===== config.mk =====
export PLATFORM = sky130hd
export DESIGN_NAME = ysyx_041461_pipe_ctrl_flat
export DESIGN_NICKNAME = d
export VERILOG_FILES = /design/src/rtl/ysyx_041461_pipe_ctrl_pkg.sv /design/src/rtl/ysyx_041461_pipe_ctrl_if.sv /design/src/rtl/ysyx_041461_hazard_detect.sv /design/src/rtl/ysyx_041461_pipe_ctrl.sv /design/src/flat_wrapper.sv
export SDC_FILE = /design/constraint.sdc
export NUM_CORES = 1
export LEC_CHECK = 0
export ABC_CLOCK_PERIOD_IN_PS = 1750
export BUFFER_PORTS_ARGS = -buffer_cell sky130_fd_sc_hd__buf_2
export CORE_MARGIN = 8
export CORE_UTILIZATION = 29
export DETAILED_ROUTE_END_ITERATION = 12
export GPL_TIMING_DRIVEN = 0
export PLACE_DENSITY_LB_ADDON = 0.12
export SYNTH_ARGS = -nofsm -noshare
export SYNTH_HDL_FRONTEND = slang
export SYNTH_SLANG_ARGS = --single-unit

===== constraint.sdc =====
create_clock -name clk -period 1.75 [get_ports clk]
set_input_delay 0.0875 -clock clk [delete_from_list [all_inputs] [get_ports clk]]
set_output_delay 0.0875 -clock clk [all_outputs]
set_load 0.02 [all_outputs]

===== src/rtl/ysyx_041461_pipe_ctrl_pkg.sv =====
// Shared types for the pipeline hazard/sequencing controller.
// FSM encodings, arbitration causes and the stage-control bundle.
package ysyx_041461_pipe_ctrl_pkg;

  typedef enum logic [1:0] {
    PCTL_RUN    = 2'd0,
    PCTL_DRAIN  = 2'd1,
    PCTL_FLUSH  = 2'd2,
    PCTL_RESUME = 2'd3
  } pctl_state_e;

  typedef enum logic [2:0] {
    CS_NONE,
    CS_TRAP,
    CS_MEM,
    CS_EXE,
    CS_BR,
    CS_LU,
    CS_IF,
    CS_FENCEI
  } stall_cause_e;

  typedef struct packed {
    logic if_en;
    logic id_en;
    logic exe_en;
    logic mem_en;
    logic wb_en;
    logic id_bub;
    logic exe_bub;
    logic mem_bub;
    logic wb_bub;
  } pctl_ctl_t;

  function automatic pctl_ctl_t ctl_run();
    pctl_ctl_t c;
    c = '0;
    c.if_en  = 1'b1;
    c.id_en  = 1'b1;
    c.exe_en = 1'b1;
    c.mem_en = 1'b1;
    c.wb_en  = 1'b1;
    return c;
  endfunction

  function automatic pctl_ctl_t ctl_squash();
    pctl_ctl_t c;
    c = ctl_run();
    c.id_bub  = 1'b1;
    c.exe_bub = 1'b1;
    c.mem_bub = 1'b1;
    c.wb_bub  = 1'b1;
    return c;
  endfunction

endpackage


===== src/rtl/ysyx_041461_pipe_ctrl_if.sv =====
// Stage status in, stage enables/bubbles/redirect out.
// master = datapath side, slave = controller side.
interface ysyx_041461_pipe_ctrl_if #(
  parameter int PC_W = 64
);
  logic            if_busy;
  logic            exe_busy;
  logic            mem_busy;
  logic            id_valid;
  logic [4:0]      id_rs1;
  logic [4:0]      id_rs2;
  logic            id_is_fencei;
  logic            exe_valid;
  logic            exe_is_load;
  logic [4:0]      exe_rd;
  logic            mem_valid;
  logic            wb_valid;
  logic            br_taken;
  logic [PC_W-1:0] br_target;
  logic            trap_req;
  logic [PC_W-1:0] trap_target;
  logic            icache_flush_ack;
  logic            if_en;
  logic            id_en;
  logic            exe_en;
  logic            mem_en;
  logic            wb_en;
  logic            id_bubble;
  logic            exe_bubble;
  logic            mem_bubble;
  logic            wb_bubble;
  logic            pc_redirect;
  logic [PC_W-1:0] redirect_pc;
  logic            icache_flush_req;
  logic            flush_err;

  modport master (
    output if_busy, exe_busy, mem_busy,
    output id_valid, id_rs1, id_rs2, id_is_fencei,
    output exe_valid, exe_is_load, exe_rd,
    output mem_valid, wb_valid,
    output br_taken, br_target,
    output trap_req, trap_target,
    output icache_flush_ack,
    input  if_en, id_en, exe_en, mem_en, wb_en,
    input  id_bubble, exe_bubble, mem_bubble, wb_bubble,
    input  pc_redirect, redirect_pc,
    input  icache_flush_req, flush_err
  );

  modport slave (
    input  if_busy, exe_busy, mem_busy,
    input  id_valid, id_rs1, id_rs2, id_is_fencei,
    input  exe_valid, exe_is_load, exe_rd,
    input  mem_valid, wb_valid,
    input  br_taken, br_target,
    input  trap_req, trap_target,
    input  icache_flush_ack,
    output if_en, id_en, exe_en, mem_en, wb_en,
    output id_bubble, exe_bubble, mem_bubble, wb_bubble,
    output pc_redirect, redirect_pc,
    output icache_flush_req, flush_err
  );
endinterface


===== src/rtl/ysyx_041461_hazard_detect.sv =====
// Load-use compare between ID sources and an in-flight load in EXE.
// Kept standalone so the forwarding unit can share it.
module ysyx_041461_hazard_detect (
  input  logic       i_id_valid,
  input  logic [4:0] i_id_rs1,
  input  logic [4:0] i_id_rs2,
  input  logic       i_exe_valid,
  input  logic       i_exe_is_load,
  input  logic [4:0] i_exe_rd,
  output logic       o_lu
);
  logic w_hit;

  assign w_hit = (i_exe_rd == i_id_rs1) | (i_exe_rd == i_id_rs2);
  assign o_lu  = i_id_valid & i_exe_valid & i_exe_is_load
               & (i_exe_rd != 5'd0) & w_hit;
endmodule


===== src/rtl/ysyx_041461_pipe_ctrl.sv =====
// Pipeline hazard/redirect controller with fence.i drain-flush sequencing.
// Define YSYX_041461_PERF_CNT_EN to add stall/redirect perf counters.
module ysyx_041461_pipe_ctrl
  import ysyx_041461_pipe_ctrl_pkg::*;
#(
  parameter int PC_W      = 64,
  parameter int FLUSH_TMO = 255
) (
  input  logic                     clk,
  input  logic                     rst,
  ysyx_041461_pipe_ctrl_if.slave   io
`ifdef YSYX_041461_PERF_CNT_EN
  ,
  output logic [63:0]              o_perf_lu_cnt,
  output logic [63:0]              o_perf_mem_stall_cnt,
  output logic [63:0]              o_perf_exe_stall_cnt,
  output logic [63:0]              o_perf_flush_cnt
`endif
);
  localparam int CW = $clog2(FLUSH_TMO + 1);

  pctl_state_e  r_state, w_next;
  logic [CW-1:0] r_cnt, w_cnt_nxt;
  logic         r_flush_err, w_err_set;
  logic         w_lu;
  logic         w_pipe_empty;
  stall_cause_e w_cause;
  pctl_ctl_t    w_ctl;
  logic         w_redir;
  logic [PC_W-1:0] w_rpc;

  ysyx_041461_hazard_detect u_hzd (
    .i_id_valid    (io.id_valid),
    .i_id_rs1      (io.id_rs1),
    .i_id_rs2      (io.id_rs2),
    .i_exe_valid   (io.exe_valid),
    .i_exe_is_load (io.exe_is_load),
    .i_exe_rd      (io.exe_rd),
    .o_lu          (w_lu)
  );

  assign w_pipe_empty = ~(io.exe_valid | io.mem_valid | io.wb_valid);

  always_comb begin
    w_cause = CS_NONE;
    priority case (1'b1)
      io.trap_req:                   w_cause = CS_TRAP;
      io.mem_busy:                   w_cause = CS_MEM;
      io.exe_busy:                   w_cause = CS_EXE;
      io.br_taken:                   w_cause = CS_BR;
      w_lu:                          w_cause = CS_LU;
      io.if_busy:                    w_cause = CS_IF;
      io.id_is_fencei & io.id_valid: w_cause = CS_FENCEI;
      default:                       w_cause = CS_NONE;
    endcase
  end

  always_comb begin
    w_next    = r_state;
    w_ctl     = ctl_run();
    w_redir   = 1'b0;
    w_rpc     = '0;
    w_cnt_nxt = '0;
    w_err_set = 1'b0;
    unique case (r_state)
      PCTL_RUN: begin
        unique case (w_cause)
          CS_TRAP: begin
            w_ctl   = ctl_squash();
            w_redir = 1'b1;
            w_rpc   = io.trap_target;
          end
          CS_MEM: begin
            w_ctl.if_en  = 1'b0;
            w_ctl.id_en  = 1'b0;
            w_ctl.exe_en = 1'b0;
            w_ctl.mem_en = 1'b0;
            w_ctl.wb_bub = 1'b1;
          end
          CS_EXE: begin
            w_ctl.if_en   = 1'b0;
            w_ctl.id_en   = 1'b0;
            w_ctl.exe_en  = 1'b0;
            w_ctl.mem_bub = 1'b1;
          end
          CS_BR: begin
            w_ctl.id_bub  = 1'b1;
            w_ctl.exe_bub = 1'b1;
            w_redir       = 1'b1;
            w_rpc         = io.br_target;
          end
          CS_LU: begin
            w_ctl.if_en   = 1'b0;
            w_ctl.id_en   = 1'b0;
            w_ctl.exe_bub = 1'b1;
          end
          CS_IF: begin
            w_ctl.if_en  = 1'b0;
            w_ctl.id_bub = 1'b1;
          end
          CS_FENCEI: begin
            w_ctl.if_en   = 1'b0;
            w_ctl.id_en   = 1'b0;
            w_ctl.exe_bub = 1'b1;
            w_next        = PCTL_DRAIN;
          end
          default: ;
        endcase
      end
      PCTL_DRAIN: begin
        w_ctl.if_en   = 1'b0;
        w_ctl.id_en   = 1'b0;
        w_ctl.exe_bub = 1'b1;
        if (io.trap_req) begin
          w_ctl   = ctl_squash();
          w_redir = 1'b1;
          w_rpc   = io.trap_target;
          w_next  = PCTL_RUN;
        end else begin
          if (io.mem_busy) begin
            w_ctl.exe_en = 1'b0;
            w_ctl.mem_en = 1'b0;
            w_ctl.wb_bub = 1'b1;
          end else if (io.exe_busy) begin
            w_ctl.exe_en  = 1'b0;
            w_ctl.mem_bub = 1'b1;
          end
          if (w_pipe_empty) w_next = PCTL_FLUSH;
        end
      end
      PCTL_FLUSH: begin
        w_ctl.if_en   = 1'b0;
        w_ctl.id_en   = 1'b0;
        w_ctl.exe_bub = 1'b1;
        if (io.icache_flush_ack) begin
          w_next = PCTL_RESUME;
        end else if (r_cnt == CW'(FLUSH_TMO - 1)) begin
          w_err_set = 1'b1;
          w_next    = PCTL_RESUME;
        end else begin
          w_cnt_nxt = r_cnt + 1'b1;
        end
      end
      PCTL_RESUME: begin
        w_next = PCTL_RUN;
        if (io.trap_req) begin
          w_ctl   = ctl_squash();
          w_redir = 1'b1;
          w_rpc   = io.trap_target;
        end else begin
          // br_target carries the fence.i PC+4 here
          w_ctl.id_bub = 1'b1;
          w_redir      = 1'b1;
          w_rpc        = io.br_target;
        end
      end
      default: w_next = PCTL_RUN;
    endcase
  end

  always_ff @(posedge clk) begin
    if (rst) begin
      r_state     <= PCTL_RUN;
      r_cnt       <= '0;
      r_flush_err <= 1'b0;
    end else begin
      r_state <= w_next;
      r_cnt   <= w_cnt_nxt;
      if (w_err_set) r_flush_err <= 1'b1;
    end
  end

  assign io.if_en            = w_ctl.if_en;
  assign io.id_en            = w_ctl.id_en;
  assign io.exe_en           = w_ctl.exe_en;
  assign io.mem_en           = w_ctl.mem_en;
  assign io.wb_en            = w_ctl.wb_en;
  assign io.id_bubble        = w_ctl.id_bub;
  assign io.exe_bubble       = w_ctl.exe_bub;
  assign io.mem_bubble       = w_ctl.mem_bub;
  assign io.wb_bubble        = w_ctl.wb_bub;
  assign io.pc_redirect      = w_redir;
  assign io.redirect_pc      = w_rpc;
  assign io.icache_flush_req = (r_state == PCTL_FLUSH);
  assign io.flush_err        = r_flush_err;

  // WB is empty during FLUSH, so no trap can be raised there
  a_no_trap_in_flush: assert property (
    @(posedge clk) disable iff (rst)
    !((r_state == PCTL_FLUSH) && io.trap_req)
  );

`ifdef YSYX_041461_PERF_CNT_EN
  logic [63:0] r_pc_lu, r_pc_mem, r_pc_exe, r_pc_fl;
  logic        w_in_run, w_fl_inc;

  assign w_in_run = (r_state == PCTL_RUN);
  assign w_fl_inc = w_redir & (io.trap_req | w_in_run);

  always_ff @(posedge clk) begin
    if (rst) begin
      r_pc_lu  <= '0;
      r_pc_mem <= '0;
      r_pc_exe <= '0;
      r_pc_fl  <= '0;
    end else begin
      if (w_in_run && w_cause == CS_LU && r_pc_lu != '1)
        r_pc_lu <= r_pc_lu + 64'd1;
      if (w_in_run && w_cause == CS_MEM && r_pc_mem != '1)
        r_pc_mem <= r_pc_mem + 64'd1;
      if (w_in_run && w_cause == CS_EXE && r_pc_exe != '1)
        r_pc_exe <= r_pc_exe + 64'd1;
      if (w_fl_inc && r_pc_fl != '1)
        r_pc_fl <= r_pc_fl + 64'd1;
    end
  end

  assign o_perf_lu_cnt        = r_pc_lu;
  assign o_perf_mem_stall_cnt = r_pc_mem;
  assign o_perf_exe_stall_cnt = r_pc_exe;
  assign o_perf_flush_cnt     = r_pc_fl;
`endif

endmodule

===== src/flat_wrapper.sv =====
// flat-port wrapper written by rule: the top's interface ports become plain ports
module ysyx_041461_pipe_ctrl_flat import ysyx_041461_pipe_ctrl_pkg::*;
#(
  parameter int PC_W      = 64,
  parameter int FLUSH_TMO = 255
)
  (clk, rst, io_if_busy, io_exe_busy, io_mem_busy, io_id_valid, io_id_rs1, io_id_rs2, io_id_is_fencei, io_exe_valid, io_exe_is_load, io_exe_rd, io_mem_valid, io_wb_valid, io_br_taken, io_br_target, io_trap_req, io_trap_target, io_icache_flush_ack, io_if_en, io_id_en, io_exe_en, io_mem_en, io_wb_en, io_id_bubble, io_exe_bubble, io_mem_bubble, io_wb_bubble, io_pc_redirect, io_redirect_pc, io_icache_flush_req, io_flush_err);
  ysyx_041461_pipe_ctrl_if #(.PC_W(PC_W)) io_i ();
  input  logic clk;
  input  logic rst;
  input wire logic [$bits(io_i.if_busy)-1:0] io_if_busy;
  input wire logic [$bits(io_i.exe_busy)-1:0] io_exe_busy;
  input wire logic [$bits(io_i.mem_busy)-1:0] io_mem_busy;
  input wire logic [$bits(io_i.id_valid)-1:0] io_id_valid;
  input wire logic [$bits(io_i.id_rs1)-1:0] io_id_rs1;
  input wire logic [$bits(io_i.id_rs2)-1:0] io_id_rs2;
  input wire logic [$bits(io_i.id_is_fencei)-1:0] io_id_is_fencei;
  input wire logic [$bits(io_i.exe_valid)-1:0] io_exe_valid;
  input wire logic [$bits(io_i.exe_is_load)-1:0] io_exe_is_load;
  input wire logic [$bits(io_i.exe_rd)-1:0] io_exe_rd;
  input wire logic [$bits(io_i.mem_valid)-1:0] io_mem_valid;
  input wire logic [$bits(io_i.wb_valid)-1:0] io_wb_valid;
  input wire logic [$bits(io_i.br_taken)-1:0] io_br_taken;
  input wire logic [$bits(io_i.br_target)-1:0] io_br_target;
  input wire logic [$bits(io_i.trap_req)-1:0] io_trap_req;
  input wire logic [$bits(io_i.trap_target)-1:0] io_trap_target;
  input wire logic [$bits(io_i.icache_flush_ack)-1:0] io_icache_flush_ack;
  output wire logic [$bits(io_i.if_en)-1:0] io_if_en;
  output wire logic [$bits(io_i.id_en)-1:0] io_id_en;
  output wire logic [$bits(io_i.exe_en)-1:0] io_exe_en;
  output wire logic [$bits(io_i.mem_en)-1:0] io_mem_en;
  output wire logic [$bits(io_i.wb_en)-1:0] io_wb_en;
  output wire logic [$bits(io_i.id_bubble)-1:0] io_id_bubble;
  output wire logic [$bits(io_i.exe_bubble)-1:0] io_exe_bubble;
  output wire logic [$bits(io_i.mem_bubble)-1:0] io_mem_bubble;
  output wire logic [$bits(io_i.wb_bubble)-1:0] io_wb_bubble;
  output wire logic [$bits(io_i.pc_redirect)-1:0] io_pc_redirect;
  output wire logic [$bits(io_i.redirect_pc)-1:0] io_redirect_pc;
  output wire logic [$bits(io_i.icache_flush_req)-1:0] io_icache_flush_req;
  output wire logic [$bits(io_i.flush_err)-1:0] io_flush_err;
  assign io_i.if_busy = io_if_busy;
  assign io_i.exe_busy = io_exe_busy;
  assign io_i.mem_busy = io_mem_busy;
  assign io_i.id_valid = io_id_valid;
  assign io_i.id_rs1 = io_id_rs1;
  assign io_i.id_rs2 = io_id_rs2;
  assign io_i.id_is_fencei = io_id_is_fencei;
  assign io_i.exe_valid = io_exe_valid;
  assign io_i.exe_is_load = io_exe_is_load;
  assign io_i.exe_rd = io_exe_rd;
  assign io_i.mem_valid = io_mem_valid;
  assign io_i.wb_valid = io_wb_valid;
  assign io_i.br_taken = io_br_taken;
  assign io_i.br_target = io_br_target;
  assign io_i.trap_req = io_trap_req;
  assign io_i.trap_target = io_trap_target;
  assign io_i.icache_flush_ack = io_icache_flush_ack;
  assign io_if_en = io_i.if_en;
  assign io_id_en = io_i.id_en;
  assign io_exe_en = io_i.exe_en;
  assign io_mem_en = io_i.mem_en;
  assign io_wb_en = io_i.wb_en;
  assign io_id_bubble = io_i.id_bubble;
  assign io_exe_bubble = io_i.exe_bubble;
  assign io_mem_bubble = io_i.mem_bubble;
  assign io_wb_bubble = io_i.wb_bubble;
  assign io_pc_redirect = io_i.pc_redirect;
  assign io_redirect_pc = io_i.redirect_pc;
  assign io_icache_flush_req = io_i.icache_flush_req;
  assign io_flush_err = io_i.flush_err;
  ysyx_041461_pipe_ctrl #(.PC_W(PC_W), .FLUSH_TMO(FLUSH_TMO)) u_core (.clk(clk), .rst(rst), .io(io_i));
endmodule

==> flow_summary.toml <==
[yosys]
synth_area_per_cell_sq_um = 7.61
synth_seq_area_share_pct = 12.8
synth-seq-cells = 11
ys_types = 45
yosys_warnings = 0
synth_ff_type = "dfxtp_1"
synth_commonest_cells = "a22o_1 (64), nor2_1 (27), xor2_1 (13)"
yosysMostFrequentCell = "a22o_1"
syn_inst = 226
synth_edf_count = 0
synthesis.nets = 390
synth_area_sq_um = 1720
synthArstFlopShare_pct = 0
synthTopCellsByArea = "a22o_1 (33%), dfxtp_1 (13%), xor2_1 (6.6%)"
synth_area_leader_cell = "a22o_1"
synth_top_area_share_pct = 32.6

[clock_network]
cts_tree = "built"
clock_tree.root_cell = "clkbuf_8"
clk_pin_slew_ns = 0.05
htreeDepth = 1
clockBufferDepth = 2
clkLatencyLatePin_ns = 0.24
clock_sinks = 11
numCtsBuffers = 3
holdBufCountCts = 0

[routing]
dr.pass1.iters = 4
drt_iter0_drc = 169
viasPerCell = 5.27
vias = 2903
wirelength_mm = 11.4
drc = 0
wl_per_cell_microns = 20.6
drtAntennaViolNets = 0

[sta]
fmax_ghz = 0.514
slew_violations = 0
fin_ws_ns = -0.196
tightest_slew_ns = 0.526
fin_crit_sh_pct = 111
hold_viol = 0
finClkSkew_ns = 0.00239
setup-violations-final = 70
slew_headroom_pct = 64.9
min_period_ns = 1.95
rsz0062_at_grt = "true"

[min_path]
min_from = "rst"
whs_path_depth = 2
hp-class = "input port to register"

[global_route]
grt_usage_pct = 22.8
antenna_found_initial = 12
grt_max_degree = 11
grt_pass1_wl_mm = 15.7
first_global_vias = 2819
grt_overflow = 0

[worst_setup_path]
cp.buffers_inverters = 4
cp_slowest_cell = "dfxtp_4"
end_kind = "primary output"
required_ns = 1.66
timing.rr.start = "u_core.r_state[0]"
crit_top_cell = "buf_6"
cp_data_arrival_time_ns = 1.86
cp_cell_sequence = "inv_6, ha_4, a31oi_4, nor3_4, buf_12, buf_6, a22o_1, buf_6"
ff2ff_path_depth = 8
crit_cells = 8
cpPeakStageDelay_ns = 0.41
critPathLaunchType = "register"
cp-startpoint = "u_core.r_state[0]"
critPathTopFamily = "buffers and inverters"
worst-setup-path-type = "register to primary output"
critPathMaxFanout = 10

[placement]
io_buffer_count = 230
place_inst = 531
dpl_cell_area_sq_um = 2990
gp_congestion = 0.980
dp_hpwl_mm = 8.85

[floorplanning]
core.rowCount = 28
fp.coreArea_sq_um = 5820
die_width_microns = 93.0
start_util_pct = 29.6
die-area_sq_um = 8650
ios = 233
dieHeight_microns = 93.0

[power_and_ir_drop]
p_per_area_nw_per_um2 = 509
leakage_nw = 1.93
vdd_drop_max_uv = 464

[cells_and_area]
layout.nets = 639
nFillCells = 514
multi_input_area_sq_um = 1600
drive_above_1_share_pct = 63.3
final_area_sq_um = 3800
instances_no_fill = 551
syn_to_final_growth_pct = 121
seqCellArea_sq_um = 228

[job]
cap_violations = 0

[status]
violations = "setup timing"
status = "finished with violations"
-- report_power, final --
group	internal [mW]	leakage, nW	total [mW]	switching (mW)
combinational	0.713	1.82	1.42	0.704
clock	0.160	0.0228	0.253	0.0930
sequential	0.254	0.0902	0.265	0.0110
total	1.13	1.93	1.93	0.808
-- worst reg2reg max path: cells and delay by family, from the launching register on --
kind                       cells  cell delay, ns
muxes                          1            0.32
AOI/OAI and AO/OA              3            0.41
buffers and inverters          1            0.06
adders and majority gates      1            0.20
DFF                            1            0.41
and+or+nand+nor                2            0.21
-- metrics by stage --
stage | TNS [ns] | power (mW) | hold slack [ns] | utilization, % | setup slack, ns
after floorplan | -3.32 | 0.867 | 0.160 | - | -0.0543
after global placement | -29.64 | 1.30 | 0.316 | 51.5 | -0.519
after detailed placement | -36.79 | 1.31 | 0.330 | 51.5 | -0.625
after CTS | -8.60 | 1.85 | 0.0755 | 62.4 | -0.154
after global routing | -14.65 | 2.03 | 0.0854 | 65.4 | -0.257
final | -9.76 | 1.93 | 0.0885 | 65.4 | -0.196
-- routing by layer --
metal / global-route usage (%) / wire (microns) / vias to the layer above
met2: 39.2 / 5700 / 155
met1: 25.4 / 4000 / 1319
li1: - / - / 1377
met4: 1.74 / 118 / 20
met3: 11.9 / 1400 / 32
met5: 0 / 128 / -
-- layout make-up --
cell class                      count  share of cell area, %
Antenna cell                        2                  0.132
Timing Repair Buffer              245                   42.1
Buffer                             17                   5.10
Tap cell                           75                   2.47
Multi-Input combinational cell    189                   42.0
Inverter                            8                  0.987
Clock buffer                        4                   1.18
Sequential cell                    11                   5.99
-- flip-flops by register name (all words and copies together) (netlist names), named ones only --
signal	cells
u_core.io.flush_err	1
u_core.r_cnt	8
u_core.r_state	1
-- timing repair --
action	CTS	global route
cloned	4	0
pin swaps	32	14
setup endpoints to repair	73	81
setup buffers	11	1
gates resized for setup	125	47
-- layout by cell type (no fill, tap or decap), types with 2 or more instances in the layout --
cell / count
ha_4: 4
a21oi_1: 5
nand2_1: 6
inv_1: 6
buf_6: 50
buf_12: 2
or3_1: 2
a21oi_4: 3
diode_2: 2
o21ai_2: 3
or2_2: 2
clkbuf_1: 4
clkbuf_4: 2
xnor2_1: 3
xor2_1: 13
ha_1: 2
clkbuf_8: 11
buf_2: 178
nor2_1: 25
nand3_1: 4
a21o_1: 3
a22o_1: 63
nand3b_1: 2
buf_4: 16
nor3_1: 5
buf_8: 3
dfxtp_4: 2
a22o_4: 2
o21ai_0: 6
o221ai_1: 2
dfxtp_1: 9
-- worst paths after layout --
path,slack [ns],endpoint
max,-0.20,io_redirect_pc[39]
min,0.09,u_core.io.flush_err
max reg2reg,0.04,register
min reg2reg,0.46,u_core.r_cnt[0]
-- cells by family after synthesis --
kind of cell	synth area share, %
multiplexers	1.24
XOR/XNOR	8.15
adder cells (fa/ha/maj)	5.09
AO/OA/AOI/OAI	48.2
other	0.218
flip-flops	12.8
buffers and inverters	6.55
AND/OR/NAND/NOR	17.7
Power figures use the tool's default switching activity.
